==> config.mk <==
export PLATFORM = sky130hd
export DESIGN_NAME = hazard_ctrl
export DESIGN_NICKNAME = d
export VERILOG_FILES = /design/src/rtl/pipeline_pkg.sv /design/src/rtl/hazard_perf_cnt.sv /design/src/rtl/hazard_ctrl.sv
export SDC_FILE = /design/constraint.sdc
export NUM_CORES = 1
export LEC_CHECK = 0
export ABC_AREA = 1
export BUFFER_PORTS_ARGS = -buffer_cell sky130_fd_sc_hd__buf_2
export CORE_AREA = 2 2 39 41
export CTS_BUF_LIST = sky130_fd_sc_hd__clkbuf_16
export CTS_CLUSTER_DIAMETER = 200
export DETAILED_ROUTE_END_ITERATION = 8
export DIE_AREA = 0 0 41 43
export PLACE_DENSITY = 0.71
export SLEW_MARGIN = 10
export SYNTH_ARGS = -nofsm -noshare
export SYNTH_HDL_FRONTEND = slang
export SYNTH_SLANG_ARGS = --single-unit
==> constraint.sdc <==
create_clock -name clk -period 2.6 [get_ports clk]
set_input_delay 0.39 -clock clk [delete_from_list [all_inputs] [get_ports clk]]
set_output_delay 0.39 -clock clk [all_outputs]
set_load 0.01 [all_outputs]
==> src/rtl/pipeline_pkg.sv <==
// Shared pipeline definitions: hazard FSM states and register-file sizing.
// Optional HAZARD_PERF_EN adds performance counters to hazard_ctrl.
package pipeline_pkg;

  localparam int DEF_REG_COUNT = 32;
  localparam int DEF_REG_BITS  = $clog2(DEF_REG_COUNT);

  typedef enum logic [1:0] {
    RUN     = 2'd0,
    MC_WAIT = 2'd1,
    FLUSH   = 2'd2
  } hz_state_t;

endpackage

==> src/rtl/hazard_perf_cnt.sv <==
// Stall-cycle and mispredict-event counters for the hazard controller.
// Instantiated only when HAZARD_PERF_EN is defined.
module hazard_perf_cnt
  import pipeline_pkg::*;
(
  input  logic        clk,
  input  logic        rst,
  input  logic        stall,
  input  logic        flush_event,
  output logic [31:0] stall_cycles,
  output logic [31:0] flush_events
);

  always_ff @(posedge clk) begin
    if (rst) begin
      stall_cycles <= '0;
      flush_events <= '0;
    end else begin
      if (stall)
        stall_cycles <= stall_cycles + 32'd1;
      if (flush_event)
        flush_events <= flush_events + 32'd1;
    end
  end

endmodule

==> src/rtl/hazard_ctrl.sv <==
// Pipeline hazard controller: load-use bubbles, mul/div holds, mispredict flush.
// Define HAZARD_PERF_EN to add perf_stall_cycles / perf_flush_events outputs.
module hazard_ctrl
  import pipeline_pkg::*;
#(
  parameter int REG_COUNT  = DEF_REG_COUNT,
  parameter int REG_BITS   = $clog2(REG_COUNT),
  parameter int BR_PENALTY = 2
) (
  input  logic                clk,
  input  logic                rst,
  input  logic [REG_BITS-1:0] dec_rs1,
  input  logic [REG_BITS-1:0] dec_rs2,
  input  logic                dec_use_rs1,
  input  logic                dec_use_rs2,
  input  logic                exc_valid,
  input  logic                exc_mem_read,
  input  logic [REG_BITS-1:0] exc_rd,
  input  logic                br_resolve,
  input  logic                br_taken,
  input  logic                br_pred,
  input  logic                mc_start,
  input  logic                mc_done,
  output logic                stall_fetch,
  output logic                stall_dec,
  output logic                flush_fetch,
  output logic                flush_dec,
  output logic                redirect,
  output logic                busy
`ifdef HAZARD_PERF_EN
  ,
  output logic [31:0]         perf_stall_cycles,
  output logic [31:0]         perf_flush_events
`endif
);

  localparam int FW = $clog2(BR_PENALTY + 1);

  hz_state_t       state_q, state_d;
  logic [FW-1:0]   fcnt_q, fcnt_d;
  logic            mispredict;
  logic            rs1_hit;
  logic            rs2_hit;
  logic            load_use;

  assign mispredict = br_resolve & (br_taken != br_pred);
  assign rs1_hit    = dec_use_rs1 & (dec_rs1 == exc_rd);
  assign rs2_hit    = dec_use_rs2 & (dec_rs2 == exc_rd);
  assign load_use   = exc_valid & exc_mem_read
                    & (exc_rd != '0) & (rs1_hit | rs2_hit);

  always_comb begin
    state_d     = state_q;
    fcnt_d      = fcnt_q;
    stall_fetch = 1'b0;
    stall_dec   = 1'b0;
    flush_fetch = 1'b0;
    flush_dec   = 1'b0;
    redirect    = 1'b0;
    busy        = 1'b0;
    // Outputs stay quiet through reset so no stage acts on stale state.
    if (!rst) begin
      busy = (state_q != RUN);
      unique case (state_q)
        RUN: begin
          if (mispredict) begin
            redirect    = 1'b1;
            flush_fetch = 1'b1;
            flush_dec   = 1'b1;
            if (BR_PENALTY > 1) begin
              state_d = FLUSH;
              fcnt_d  = FW'(BR_PENALTY - 1);
            end
          end else if (mc_start) begin
            if (!mc_done) begin
              stall_fetch = 1'b1;
              stall_dec   = 1'b1;
              state_d     = MC_WAIT;
            end
          end else if (load_use) begin
            stall_fetch = 1'b1;
            flush_dec   = 1'b1;
          end
        end
        MC_WAIT: begin
          if (mc_done) begin
            state_d = RUN;
          end else begin
            stall_fetch = 1'b1;
            stall_dec   = 1'b1;
          end
        end
        FLUSH: begin
          flush_fetch = 1'b1;
          flush_dec   = 1'b1;
          fcnt_d      = fcnt_q - FW'(1);
          if (fcnt_q == FW'(1))
            state_d = RUN;
        end
        default: begin
          state_d = RUN;
          fcnt_d  = '0;
        end
      endcase
    end
  end

  always_ff @(posedge clk) begin
    if (rst) begin
      state_q <= RUN;
      fcnt_q  <= '0;
    end else begin
      state_q <= state_d;
      fcnt_q  <= fcnt_d;
    end
  end

`ifdef HAZARD_PERF_EN
  hazard_perf_cnt u_perf (
    .clk          (clk),
    .rst          (rst),
    .stall        (stall_fetch),
    .flush_event  (redirect),
    .stall_cycles (perf_stall_cycles),
    .flush_events (perf_flush_events)
  );
`endif

endmodule

Word level (Yosys, flattened, before mapping)
Cells that the tools add are included.
Word-level totals
  register bits after elaboration: 4
  bits in latches: 0
  memory bits (writable): 0
  ROM bits: 0
  output and inout bits: 6
  memories kept: 0
Operators by class
  add/sub/neg operators: 1
  multiply operators: 0
  div/mod/pow operators: 0
  order comparisons: 0
  equal/unequal tests: 11
  shifts and indexed selects: 0
  mux-type cells: 28
  bitwise gates (word level): 8
  reductions and logical operators: 5
Operators with widths (count)
  1-bit two-way mux: 16
  2-bit two-way mux: 6
  2-bit case mux with 3 select lines: 2
  5-bit equality test: 2
  1-bit case mux with 2 select lines: 4
  1-bit bitwise AND: 6
  2-bit inequality test, second input constant: 3
  3-bit inequality test, second input constant: 2
  5-bit nonzero test: 1
  2-bit by 1-bit equality test with 1-bit output, second input constant: 2
  4-bit AND reduction: 1
  2-bit equality test, second input constant: 1
  2-bit logical NOT: 1
  2-bit AND reduction: 1
  2-bit nonzero test: 1
  2-bit by 1-bit subtractor with 2-bit output, second input constant: 1
  1-bit inequality test: 1
  1-bit inverter: 1
  1-bit bitwise OR: 1

Depth between registers and ports, before layout
  depth in word-level cells: 9
  mapped depth: 8

Worst setup path after synthesis
OpenSTA, ideal clock, no wires.
  path type: in2out
  start point: input br_taken
  end point: output stall_fetch
  arrival: 0.934 ns
  setup slack: 1.276 ns
  stages on the path: 7
  path buffers: 0
  path through: inv_1 > nand2_1 > nand3_1 > nand2_1 > o21ai_1 > nand2_1 > nand2_1
On the way
  cells in the longest elaborated chain, start to end: 5
Ends and longest elaborated chain
  start, declared: RTL line hazard_ctrl.sv:20  | input logic br_taken,
  1-bit inequality test: RTL line hazard_ctrl.sv:46  | assign mispredict = br_resolve & (br_taken != br_pred);
  1-bit bitwise AND: RTL line hazard_ctrl.sv:46
  1-bit two-way mux: RTL line hazard_ctrl.sv:66  | if (mispredict) begin
  1-bit case mux with 2 select lines: RTL line hazard_ctrl.sv:64  | unique case (state_q)
  1-bit two-way mux: RTL line hazard_ctrl.sv:62  | if (!rst) begin
  end, declared: RTL line hazard_ctrl.sv:24  | output logic stall_fetch,
Every way passes these cells.

Worst setup path in the final report
  start point: register state_q[0]
  end point: output stall_fetch
On the way
  cells in the longest elaborated chain, start to end: 3
  elaborated cells between the ends (all ways): 4
  classes of those cells: eq/ne: 1; mux: 2; reduce/logical: 1
Ends and longest elaborated chain
  start, declared: RTL line hazard_ctrl.sv:39  | hz_state_t state_q, state_d;
  start signal, assigned: RTL line hazard_ctrl.sv:113  | state_q <= state_d;
  2-bit by 1-bit equality test with 1-bit output / 2-bit logical NOT (equally long branches): RTL line hazard_ctrl.sv:64
  1-bit case mux with 2 select lines *: RTL line hazard_ctrl.sv:64
  1-bit two-way mux *: RTL line hazard_ctrl.sv:62
Mark *: on every way between the ends. The rest lies on a longest branch, timed or not.

==> results_dict.tcl <==
set metrics [dict create \
    layout_setup_ws_ps 973.5 \
    synth_cells 102 \
    max_freq_ghz 0.6148 \
    min-delay-start "rst" \
    whs_ps 427.2 \
    via_per_inst 4.225 \
    reg2reg_depth 5 \
    h-tree-depth 1 \
    worstMarginPinSlew_ps 188.6 \
    dp_slack_ps 1012 \
    clk-insertion-delay-late_ps 230 \
    firstDrtPassIters 4 \
    period_minus_slack_ps 1627 \
    cts_buffers 3 \
    numPortBuffers 31 \
    slew_headroom_pct 87.41 \
    switchingPower_mw 0.09670 \
    hold_class "in2reg" \
    peakVddDrop_mv 0.3217 \
    postRouteAntennaNets 0 \
    cts_resized 0 \
    path_clk_slew_ps 30 \
    drtIter0Drc 6 \
    status "complete, no violations" \
    p_per_area_nw_per_um2 543.4 \
    p_sw_share_pct 24.27 \
    syn_avg_cell_area_um2 4.772 \
    die_h_um 43 \
    gp_congestion 0.8009 \
    grt_usage_pct 15.35 \
    dp_cells 148 \
    power.leakage_nw 0.5201 \
    ctsHoldBuffers 0 \
    min_to "fcnt_q[1]$_SDFFE_PP0P_" \
    num_io_pins 32 \
    hold_depth 2 \
    maxCapViolCount 0 \
    seqPwrFrac_pct 18.0 \
    layout_common_cells "nand2_1 (39), buf_2 (31), inv_1 (25), nor2_1 (14), nand3_1 (6)" \
    rsz0062_at_grt "false" \
    cts_setup_buffers 0 \
    routed_wl_mm 1.157 \
    core.rowCount 14 \
    fin_skew_ps 1.299 \
    drive_gt1_share_pct 25.93 \
    yosysSeqAreaShare_pct 16.45 \
    grt_pass1_vias 526 \
    post_dp_cell_area_um2 658.1 \
    combinationalPowerShare_pct 21.4 \
    numClockSinks 4 \
    timing.rr.end "state_q[0]$_SDFFE_PP0P_" \
    core_um2 1384 \
    vias 638 \
    finalNonFillerCells 151 \
    rrSetupSlack_ps 1670 \
    route.detailed.drc 0 \
    grt_pass1_wl_mm 1.897 \
    clockRootBuffer "clkbuf_16" \
    syn_to_final_growth_pct 50.64 \
    synth_top_area_share_pct 30.08 \
    yosysUniqueCellTypes 14 \
    cp_max_fo 6 \
    r2r_start "state_q[0]$_SDFFE_PP0P_" \
    setup_tns_ps 0 \
    fin_area_um2 733.2 \
    overflow 0 \
    crit_required_ps 2210 \
    cts_tree "done" \
    min_period_over_period_pct 62.56 \
    power.total_mw 0.3984 \
    synthTopCellsByArea "nand2_1 (30%), inv_1 (19%), dfxtp_1 (16%)" \
    post-dp-hpwl_um 974 \
    slew_viol_final 0 \
    p_int_mw 0.3017 \
    arrival_ps 1240 \
    yosys_register_bits 4 \
    die_x_um 41 \
    postLayoutCoreUtil_pct 52.98 \
    p_clk_share_pct 60.6 \
    dieArea_um2 1763 \
    layout_commonest_cell "nand2_1" \
    syn-num-nets 129 \
    hold_viol 0 \
    critPathKind "reg2out" \
    avgRoutedWirePerCell_um 7.662 \
    clockBufferDepth 2 \
    antenna_found_initial 0 \
    fin_nets 164 \
    antenna_cells 0 \
    startpoint_type "register" \
    synth_area_um2 486.7 \
    start_util_pct 35.17 \
    synth_top_area_cell "nand2_1" \
    finalSetupViolations 0 \
    endpoint_kind "output port" \
    grt_max_degree 9 \
    yosys_warnings 0 \
]
==> power groups by stage <==
| stage | Clock, mW | Combinational (mW) | Sequential [mW] |
|---|---|---|---|
| final | 0.242 | 0.0851 | 0.0717 |
| after CTS | 0.243 | 0.0861 | 0.0716 |
| after global routing | 0.250 | 0.0989 | 0.0727 |
| after detailed placement | 0 | 0.0849 | 0.0724 |
| after global placement | 0 | 0.0837 | 0.0725 |
| after floorplan | 0 | 0.0504 | 0.0712 |
==> state kept, by name, summed over array words and instances (netlist names) <==
register,count
fcnt_q,2
state_q,2
==> synth_stat cells <==
cell type / number
nand2_1: 39
inv_1: 25
nor2_1: 14
nand3_1: 6
a21oi_1: 4
dfxtp_1: 4
nand4_1: 2
o21ai_0: 2
and3b_1: 1
clkbuf_1: 1
ha_1: 1
inv_2: 1
o211ai_1: 1
o21ai_1: 1
==> worst max-delay path, stage by stage (launching register included) <==
cell and delay [ps]:
dfxtp_1 340, nor2_1 180, nand2_1 100, o21ai_1 120, nand2_1 90, nand2_1 70, buf_2 120
==> worst max-delay path by stage <==
stage / from / to / slack, ps / depth (start not counted)
after global placement: exc_rd[3] / stall_fetch / 1030 / 10
final: state_q[0]$_SDFFE_PP0P_ / stall_fetch / 970 / 6
after detailed placement: br_pred / stall_fetch / 1010 / 9
after floorplan: br_taken / stall_fetch / 1280 / 7
after CTS: state_q[0]$_SDFFE_PP0P_ / stall_fetch / 970 / 6
after global routing: state_q[0]$_SDFFE_PP0P_ / stall_fetch / 840 / 6
==> area by class of cell <==
type                            instances  area (um2)
Inverter                               26       97.59
Fill cell                             157       650.6
Clock buffer                            3       75.07
Multi-Input combinational cell         71       305.3
Timing Repair Buffer                   31       155.1
Sequential cell                         4       80.08
Tap cell                               16       20.02
==> kinds of logic (layout without fill, tap and decap cells) <==
kind of cell / count (synthesis) / count (layout) / synth area share [%]
buffers and inverters: 27 / 60 / 20.82
flip-flops: 4 / 4 / 16.45
AO/OA/AOI/OAI: 8 / 8 / 8.740
AND/OR/NAND/NOR: 62 / 62 / 51.41
adder cells (fa/ha/maj): 1 / 1 / 2.570
==> metal layers <==
| layer | track usage (%) | up-vias | share of wire [%] |
|---|---|---|---|
| li1 | - | 368 | - |
| met4 | 6.000 | 0 | 2.0 |
| met5 | 0 | - | 0 |
| met3 | 3.141 | 2 | 6.5 |
| met1 | 21.15 | 250 | 47 |
| met2 | 22.50 | 18 | 44 |
No activity file was read; power rests on OpenSTA's default activity.
